===== src/rtl/pu_master_spi_driver_pkg.sv =====
// Shared SPI state codes and state type, used by both SPI endpoints.
package pu_master_spi_driver_pkg;

    localparam logic [2:0] SPI_ST_IDLE      = 3'd0;
    localparam logic [2:0] SPI_ST_CS_SETUP  = 3'd1;
    localparam logic [2:0] SPI_ST_SCLK_HIGH = 3'd2;
    localparam logic [2:0] SPI_ST_SCLK_LOW  = 3'd3;
    localparam logic [2:0] SPI_ST_CS_HOLD   = 3'd4;
    localparam logic [2:0] SPI_ST_GAP       = 3'd5;

    typedef enum logic [2:0] {
        ST_IDLE      = SPI_ST_IDLE,
        ST_CS_SETUP  = SPI_ST_CS_SETUP,
        ST_SCLK_HIGH = SPI_ST_SCLK_HIGH,
        ST_SCLK_LOW  = SPI_ST_SCLK_LOW,
        ST_CS_HOLD   = SPI_ST_CS_HOLD,
        ST_GAP       = SPI_ST_GAP
    } spi_state_e;

endpackage


===== src/rtl/pu_spi_halfperiod_timer.sv =====
// Half-period timer: tick_c is high on the last cycle of every HALF-cycle window.
// The window restarts whenever clr is high.
module pu_spi_halfperiod_timer #(
    parameter int unsigned HALF = 2
) (
    input  logic clk,
    input  logic rst,
    input  logic clr,
    output logic tick_c
);

    localparam int unsigned CW = $clog2(HALF + 1);

    logic [CW-1:0] cnt;

    assign tick_c = (cnt == CW'(HALF - 1));

    // Count cycles within the current window, wrapping on the tick.
    always_ff @(posedge clk) begin
        if (rst || clr) begin
            cnt <= '0;
        end else if (tick_c) begin
            cnt <= '0;
        end else begin
            cnt <= cnt + CW'(1);
        end
    end

endmodule


===== src/rtl/pu_master_spi_driver.sv =====
// SPI master, mode CPOL=0 / CPHA=1: mosi launched on sclk rise, miso sampled on sclk fall.
module pu_master_spi_driver
    import pu_master_spi_driver_pkg::*;
#(
    parameter int unsigned DATA_WIDTH      = 8,
    parameter int unsigned SCLK_HALFPERIOD = 2
) (
    input  logic                  clk,
    input  logic                  rst,
    input  logic                  start,
    input  logic [DATA_WIDTH-1:0] data_in,
    output logic                  ready,
    output logic                  done,
    output logic [DATA_WIDTH-1:0] data_out,
    output logic                  sclk,
    output logic                  mosi,
    input  logic                  miso,
    output logic                  cs
);

    localparam int unsigned BW = $clog2(DATA_WIDTH + 1);

    spi_state_e            state;
    logic [DATA_WIDTH-1:0] shift;
    logic [BW-1:0]         bit_cnt;
    logic [BW-1:0]         bit_cnt_nxt_c;
    logic                  tmr_clr_c;
    logic                  tick_c;

    // The timer is held cleared while idle so every transaction starts on a fresh window.
    assign tmr_clr_c     = (state == ST_IDLE);
    assign bit_cnt_nxt_c = bit_cnt + BW'(1);

    pu_spi_halfperiod_timer #(
        .HALF (SCLK_HALFPERIOD)
    ) u_timer (
        .clk    (clk),
        .rst    (rst),
        .clr    (tmr_clr_c),
        .tick_c (tick_c)
    );

    // Transaction sequencer with registered SPI pins and handshake outputs.
    always_ff @(posedge clk) begin
        if (rst) begin
            state    <= ST_IDLE;
            ready    <= 1'b1;
            done     <= 1'b0;
            cs       <= 1'b1;
            sclk     <= 1'b0;
            mosi     <= 1'b0;
            data_out <= '0;
            shift    <= '0;
            bit_cnt  <= '0;
        end else begin
            done <= 1'b0;
            case (state)
                ST_IDLE: begin
                    if (start) begin
                        shift   <= data_in;
                        cs      <= 1'b0;
                        ready   <= 1'b0;
                        bit_cnt <= '0;
                        state   <= ST_CS_SETUP;
                    end
                end
                ST_CS_SETUP, ST_SCLK_LOW: begin
                    if (tick_c) begin
                        sclk  <= 1'b1;
                        mosi  <= shift[DATA_WIDTH-1];
                        state <= ST_SCLK_HIGH;
                    end
                end
                ST_SCLK_HIGH: begin
                    if (tick_c) begin
                        sclk    <= 1'b0;
                        shift   <= {shift[DATA_WIDTH-2:0], miso};
                        bit_cnt <= bit_cnt_nxt_c;
                        if (bit_cnt_nxt_c == BW'(DATA_WIDTH)) begin
                            state <= ST_CS_HOLD;
                        end else begin
                            state <= ST_SCLK_LOW;
                        end
                    end
                end
                ST_CS_HOLD: begin
                    if (tick_c) begin
                        cs       <= 1'b1;
                        mosi     <= 1'b0;
                        data_out <= shift;
                        done     <= 1'b1;
                        state    <= ST_GAP;
                    end
                end
                ST_GAP: begin
                    if (tick_c) begin
                        ready <= 1'b1;
                        state <= ST_IDLE;
                    end
                end
                default: begin
                    state <= ST_IDLE;
                    ready <= 1'b1;
                    cs    <= 1'b1;
                    sclk  <= 1'b0;
                    mosi  <= 1'b0;
                end
            endcase
        end
    end

endmodule

===== config.mk =====
export PLATFORM = sky130hd
export DESIGN_NAME = pu_master_spi_driver
export DESIGN_NICKNAME = d
export VERILOG_FILES = /design/src/rtl/pu_master_spi_driver_pkg.sv /design/src/rtl/pu_spi_halfperiod_timer.sv /design/src/rtl/pu_master_spi_driver.sv
export SDC_FILE = /design/constraint.sdc
export NUM_CORES = 1
export LEC_CHECK = 0
export BUFFER_PORTS_ARGS = -buffer_cell sky130_fd_sc_hd__buf_2
export CORE_AREA = 2 2 59 61
export CTS_CLUSTER_SIZE = 20
export DETAILED_ROUTE_END_ITERATION = 10
export DIE_AREA = 0 0 61 63
export GPL_ROUTABILITY_DRIVEN = 0
export PLACE_DENSITY = 0.74
export SYNTH_ARGS = -nofsm -noshare
export SYNTH_HDL_FRONTEND = slang
export SYNTH_HIERARCHICAL = 1
export SYNTH_SLANG_ARGS = --single-unit

===== constraint.sdc =====
create_clock -name clk -period 1.72 [get_ports clk]
set_input_delay 0.344 -clock clk [delete_from_list [all_inputs] [get_ports clk]]
set_output_delay 0.344 -clock clk [all_outputs]
set_load 0.03 [all_outputs]

## Word level (Yosys, flattened, before mapping)

Cells that the tools add are included.

- Flip-flop bits (word level): 30
- Input bits: 12
- Output and inout bits: 13
- Logic and storage cells: 68

- $add $sub $neg: 2
- Equal/unequal tests: 12
- Muxes and demuxes: 22
- Bitwise operators: 5
- Reductions and logical operators: 17

Operators with widths:

| operator | number |
|---|---|
| 3-bit 2-to-1 mux | 6 |
| 8-bit 2-to-1 mux | 2 |
| 8-bit one-hot mux with 2 select lines | 1 |
| 3-bit one-hot mux with 5 select lines | 1 |
| 3-bit AND reduction | 5 |
| 1-bit one-hot mux with 3 select lines | 4 |
| 2-bit inequality test, second input constant | 5 |
| 4-bit 2-to-1 mux | 2 |
| 4-bit one-hot mux with 2 select lines | 1 |
| 4-bit OR reduction | 2 |
| 3-bit by 2-bit == test with 1-bit output, second input constant | 2 |
| 3-bit == test, second input constant | 2 |
| 2-bit OR reduction | 3 |
| 3-bit OR reduction | 2 |
| 1-bit 2-to-1 mux | 5 |
| 1-bit NOT | 5 |
| 5-bit AND reduction | 1 |
| 4-bit by 1-bit adder with 4-bit output, second input constant | 1 |
| 4-bit == test, second input constant | 1 |
| 3-bit by 1-bit == test with 1-bit output, second input constant | 1 |
| 3-bit logical NOT | 1 |
| 2-bit by 1-bit adder with 2-bit output, second input constant | 1 |
| 2-bit by 1-bit == test with 1-bit output, second input constant | 1 |
| 2-bit AND reduction | 1 |
| other kinds (2) | 2 |

## Logic depth before layout (Yosys ltp)

- Depth after elaboration: 5
- Depth in mapped cells: 7
- Gate-level depth less buffers: 5

## By module

The synthesis kept the hierarchy.

By module, submodules not included:

| module | times used | cells an instance | area an instance (um^2) | seq. area each (um^2) |
|---|---|---|---|---|
| pu_master_spi_driver | 1 | 159 | 1,435.1 | 560.5 |
| pu_spi_halfperiod_timer | 1 | 6 | 81.3 | 40.0 |

## Worst setup path after synthesis

Ideal clock, no wire load.

- Path type: flip-flop to flip-flop
- From: register u_timer.cnt[0]
- To: register sclk
- Setup time: 0.128 ns
- Arrival: 1.300 ns
- Data required time: 1.592 ns
- Setup slack: 0.293 ns
- Stages on the path, launching flop included: 7
- Buffers on the path: 2
- Period minus slack after synthesis: 1.427 ns
- Cells stage by stage: dfxtp_1 ha_1 buf_4 buf_2 mux2i_1 a2bb2oi_1 nor2_1

- Longest elaborated chain between the ends: 3
- Elaborated cells on any way between the ends: 4
- Classes of those cells: eq/ne: 3; reduce/logical: 1

Ends and longest elaborated chain:

| element | RTL line | RTL |
|---|---|---|
| start: declaration | pu_spi_halfperiod_timer.sv:14 | `logic [CW-1:0] cnt;` |
| start signal: assignment | pu_spi_halfperiod_timer.sv:25 | `cnt <= cnt + CW'(1);` |
| 2-bit by 1-bit == test with 1-bit output * | pu_spi_halfperiod_timer.sv:16 | `assign tick_c = (cnt == CW'(HALF - 1));` |
| via tick_c | pu_master_spi_driver.sv:28 | `logic tick_c;` |
| 2-bit inequality test (no line) | - |  |
| 3-bit AND reduction (no line) * | - |  |
| end signal: assignment | pu_master_spi_driver.sv:50 | `sclk <= 1'b0;` |
| end signal: assignment | pu_master_spi_driver.sv:69 | `sclk <= 1'b1;` |
| end signal: assignment | pu_master_spi_driver.sv:76 | `sclk <= 1'b0;` |
| end: declaration | pu_master_spi_driver.sv:15 | `output logic sclk,` |

Mark *: on every way through the listed nets, which the timed path passes. The rest lies on a longest branch.
A chain may end at the register's enable or synchronous reset.

## Worst setup path in the final report

- From: register u_timer.cnt[0]
- To: register state[1]

- Longest elaborated chain between the ends: 3
- Elaborated cells on any way between the ends: 6
- Classes of those cells: eq/ne: 5; reduce/logical: 1

Ends and longest elaborated chain:

| element | RTL line | RTL |
|---|---|---|
| 2-bit by 1-bit == test with 1-bit output * | pu_spi_halfperiod_timer.sv:16 |  |
| via tick_c | pu_master_spi_driver.sv:28 |  |
| 2-bit inequality test (no line) | - |  |
| 5-bit AND reduction (no line) * | - |  |
| end signal: assignment | pu_master_spi_driver.sv:46 | `state <= ST_IDLE;` |
| end signal: assignment | pu_master_spi_driver.sv:64 | `state <= ST_CS_SETUP;` |
| end signal: assignment | pu_master_spi_driver.sv:71 | `state <= ST_SCLK_HIGH;` |
| end: declaration | pu_master_spi_driver.sv:23 | `spi_state_e state;` |

Marked as above.

==> results.toml <==
[layout]
fillers = 307
regArea_um2 = 601
multiInputGateArea_um2 = 815
final_common_cell = "dfxtp_1"
final_layout_size_suffix_gt1_share_pct = 26.2
final_cell_mix = "dfxtp_1, a21oi_1, buf_2, nand2_1, a211oi_1"
nNetsFinal = 205
areaGrowthSynthToFinish_pct = 15.6
diodes = 0

[die]
ioPinCount = 25
die_h_um = 63
core_um2 = 3230
num_rows = 21
initial_core_util_pct = 46.9
dieWidth_um = 61
die_area_um2 = 3840

[clocking]
cts_buffer_depth = 2
cts_setup_buffers = 0
cts_tree = "yes"
cts_buffers = 5
clock-root-buffer = "clkbuf_4"
htreeDepth = 2
insertion_delay_ns = 0.32
cts.clk_slew.worst_paths_ns = 0.09
clock_sinks = 30

[critical_path]
r2r_setup_slack_ns = 0.14
reg2reg_from = "u_timer/cnt[0]$_SDFF_PP0_"
worstPathRequired_ns = 1.97
reg2reg_depth = 5
cp-start-kind = "register"
arrival_ns = 1.83
crit_type = "reg -> reg"
crit_fanout = 15
setup.worst_path.end_class = "register"
rr_endpoint = "state[1]$_SDFFE_PP0P_"

[route]
vias_per_cell = 5.51
drc_errors = 0
routed_wl_um = 3270
drtIter0Drc = 35
ant_nets = 0
detail_route.wl_per_cell_um = 13.8
vias = 1306
firstDrtPassIters = 4

[synthesis]
synth_edf_count = 0
synth.distinct_cells = 45
synth_flop_cell = "dfxtp_1"
async_flop_share_pct = 0
synth_largest_area_cell = "dfxtp_1"
ys_seq_area_share_pct = 39.6
netlist_instances = 165
ys_seq_elements = 30
synth_area_leaders = "dfxtp_1, a21oi_1, mux2i_1"
synth_nets = 179
yosysTopAreaCellShare_pct = 39.6
syn-cell-area_um2 = 1520
yosys_warnings = 6
synth_area_per_cell_um2 = 9.19

[sta]
setup_viol = 0
timing.final.crit_share_pct = 91.9
finalHoldViolCount = 0
fin_setup_tns_ns = 0
rsz0062_at_grt = "no"
skew_ns = 0.00669
max_freq_mhz = 632
fin_ws_ns = 0.139
slew_violations = 0
worstMarginPinSlew_ns = 0.647
period_needed_ns = 1.58
max_slew_margin_pct = 56.8

[global_route]
grt_first_pass_wirelength_um = 5460
grt_start_max_net_pins = 19
antenna_found_initial = 0
grt_use_total_pct = 18.7
gr-total-overflow = 0
grt_pass1_vias = 1226

[placement]
portBuffers = 24
place_worst_setup_slack_ns = -0.00300
dp_hpwl_um = 2280

[power_and_ir_drop]
ir_drop_v = 0.000502
power.leakage_uw = 0.000673
p_per_area_nw_per_um2 = 899

[worst_hold_path]
min_from = "data_in[2]"
min_path_cells = 3
min_to = "shift[2]$_SDFFE_PP0P_"
holdCritPathClass = "in -> reg"

[job]
cap_violations = 0

[run_status]
status = "finished, final reports clean"
==> metal layers <==
metal	part of all wire, %	global-route usage, %	up-vias
met4	1.5	5.71	0
met1	46	22.8	618
li1	-	-	657
met2	48	30.1	25
met5	0	0	-
met3	5.0	7.04	6
==> through the flow <==
stage                     hold slack [ns]  power, uW  cell area, um^2  instances  util [%]
final                               0.347       1580             1750        237      54.2
after global placement              0.415       1010             1670        230      51.6
after global routing                0.356       1650             1750        237      54.2
after CTS                           0.338       1590             1750        237      54.2
after detailed placement            0.430       1010             1670        230      51.6
after floorplan                     0.409        960             1520        165         -
==> Yosys cell counts (2+ instances only) <==
cell type,instances
a211oi_1,12
a21oi_1,25
and3b_1,2
buf_2,5
buf_6,4
clkbuf_1,4
dfxtp_1,30
ha_1,2
inv_1,2
mux2i_1,9
nand2_1,20
nand2b_1,3
nand3b_1,2
nor2_1,5
nor2_4,2
nor3_1,3
nor4_2,2
o21ai_1,4
o21bai_1,3
==> report_power, final <==
part,switching [uW],leakage (uW),internal [uW]
clock,238,0.0000443,338
sequential,42.5,0.000245,730
combinational,128,0.000383,99.7
==> flip-flops by register name, summed over array words and instances (netlist names) <==
name         cells
data_out         8
mosi             1
bit_cnt          4
ready            1
u_timer/cnt      2
shift            8
state            3
done             1
cs               1
sclk             1
==> how the worst max path moves through the flow <==
stage,startpoint,end,slack [ns],cells past startpoint
after floorplan,u_timer/cnt[0]$_SDFF_PP0_,sclk$_SDFFE_PP0P_,0.29,6
after global placement,u_timer/cnt[0]$_SDFF_PP0_,state[1]$_SDFFE_PP0P_,0.08,5
after detailed placement,u_timer/cnt[0]$_SDFF_PP0_,state[1]$_SDFFE_PP0P_,-0.003,5
after CTS,state[1]$_SDFFE_PP0P_,data_out[5]$_SDFFE_PP0P_,0.14,5
after global routing,state[1]$_SDFFE_PP0P_,data_out[5]$_SDFFE_PP0P_,0.02,5
final,u_timer/cnt[0]$_SDFF_PP0_,state[1]$_SDFFE_PP0P_,0.14,5
==> worst max-delay path, cell delays in order, from the launching register on <==
cell and delay, ns:
dfxtp_1 0.37, ha_2 0.38, buf_4 0.22, a21oi_1 0.07, or3_1 0.32, a31oi_1 0.14
==> cells by family (layout without fill, tap and decap cells) <==
kind of cell	Yosys count	after routing	synth area share (%)
AO/OA/AOI/OAI	55	55	23.7
adder cells (fa/ha/maj)	2	2	1.65
buffers and inverters	17	43	6.85
flip-flops	30	30	39.6
multiplexers	11	11	8.17
AND/OR/NAND/NOR	50	50	20.0
==> cell type report <==
type / instances / share of cell area [%]
clock buffer: 6 / 2.93
inverter: 3 / 0.642
sequential: 30 / 34.3
tap: 46 / 3.28
timing repair buffer: 33 / 10.7
clock inverter: 1 / 1.71
multi-input combinational: 118 / 46.5
==> repair_timing <==
action | in CTS | in global routing
endpoints found under the setup margin | 1 | 0
hold buffers | 0 | 0
gates resized for setup | 1 | 0
No activity file was read; power rests on OpenSTA's default activity.
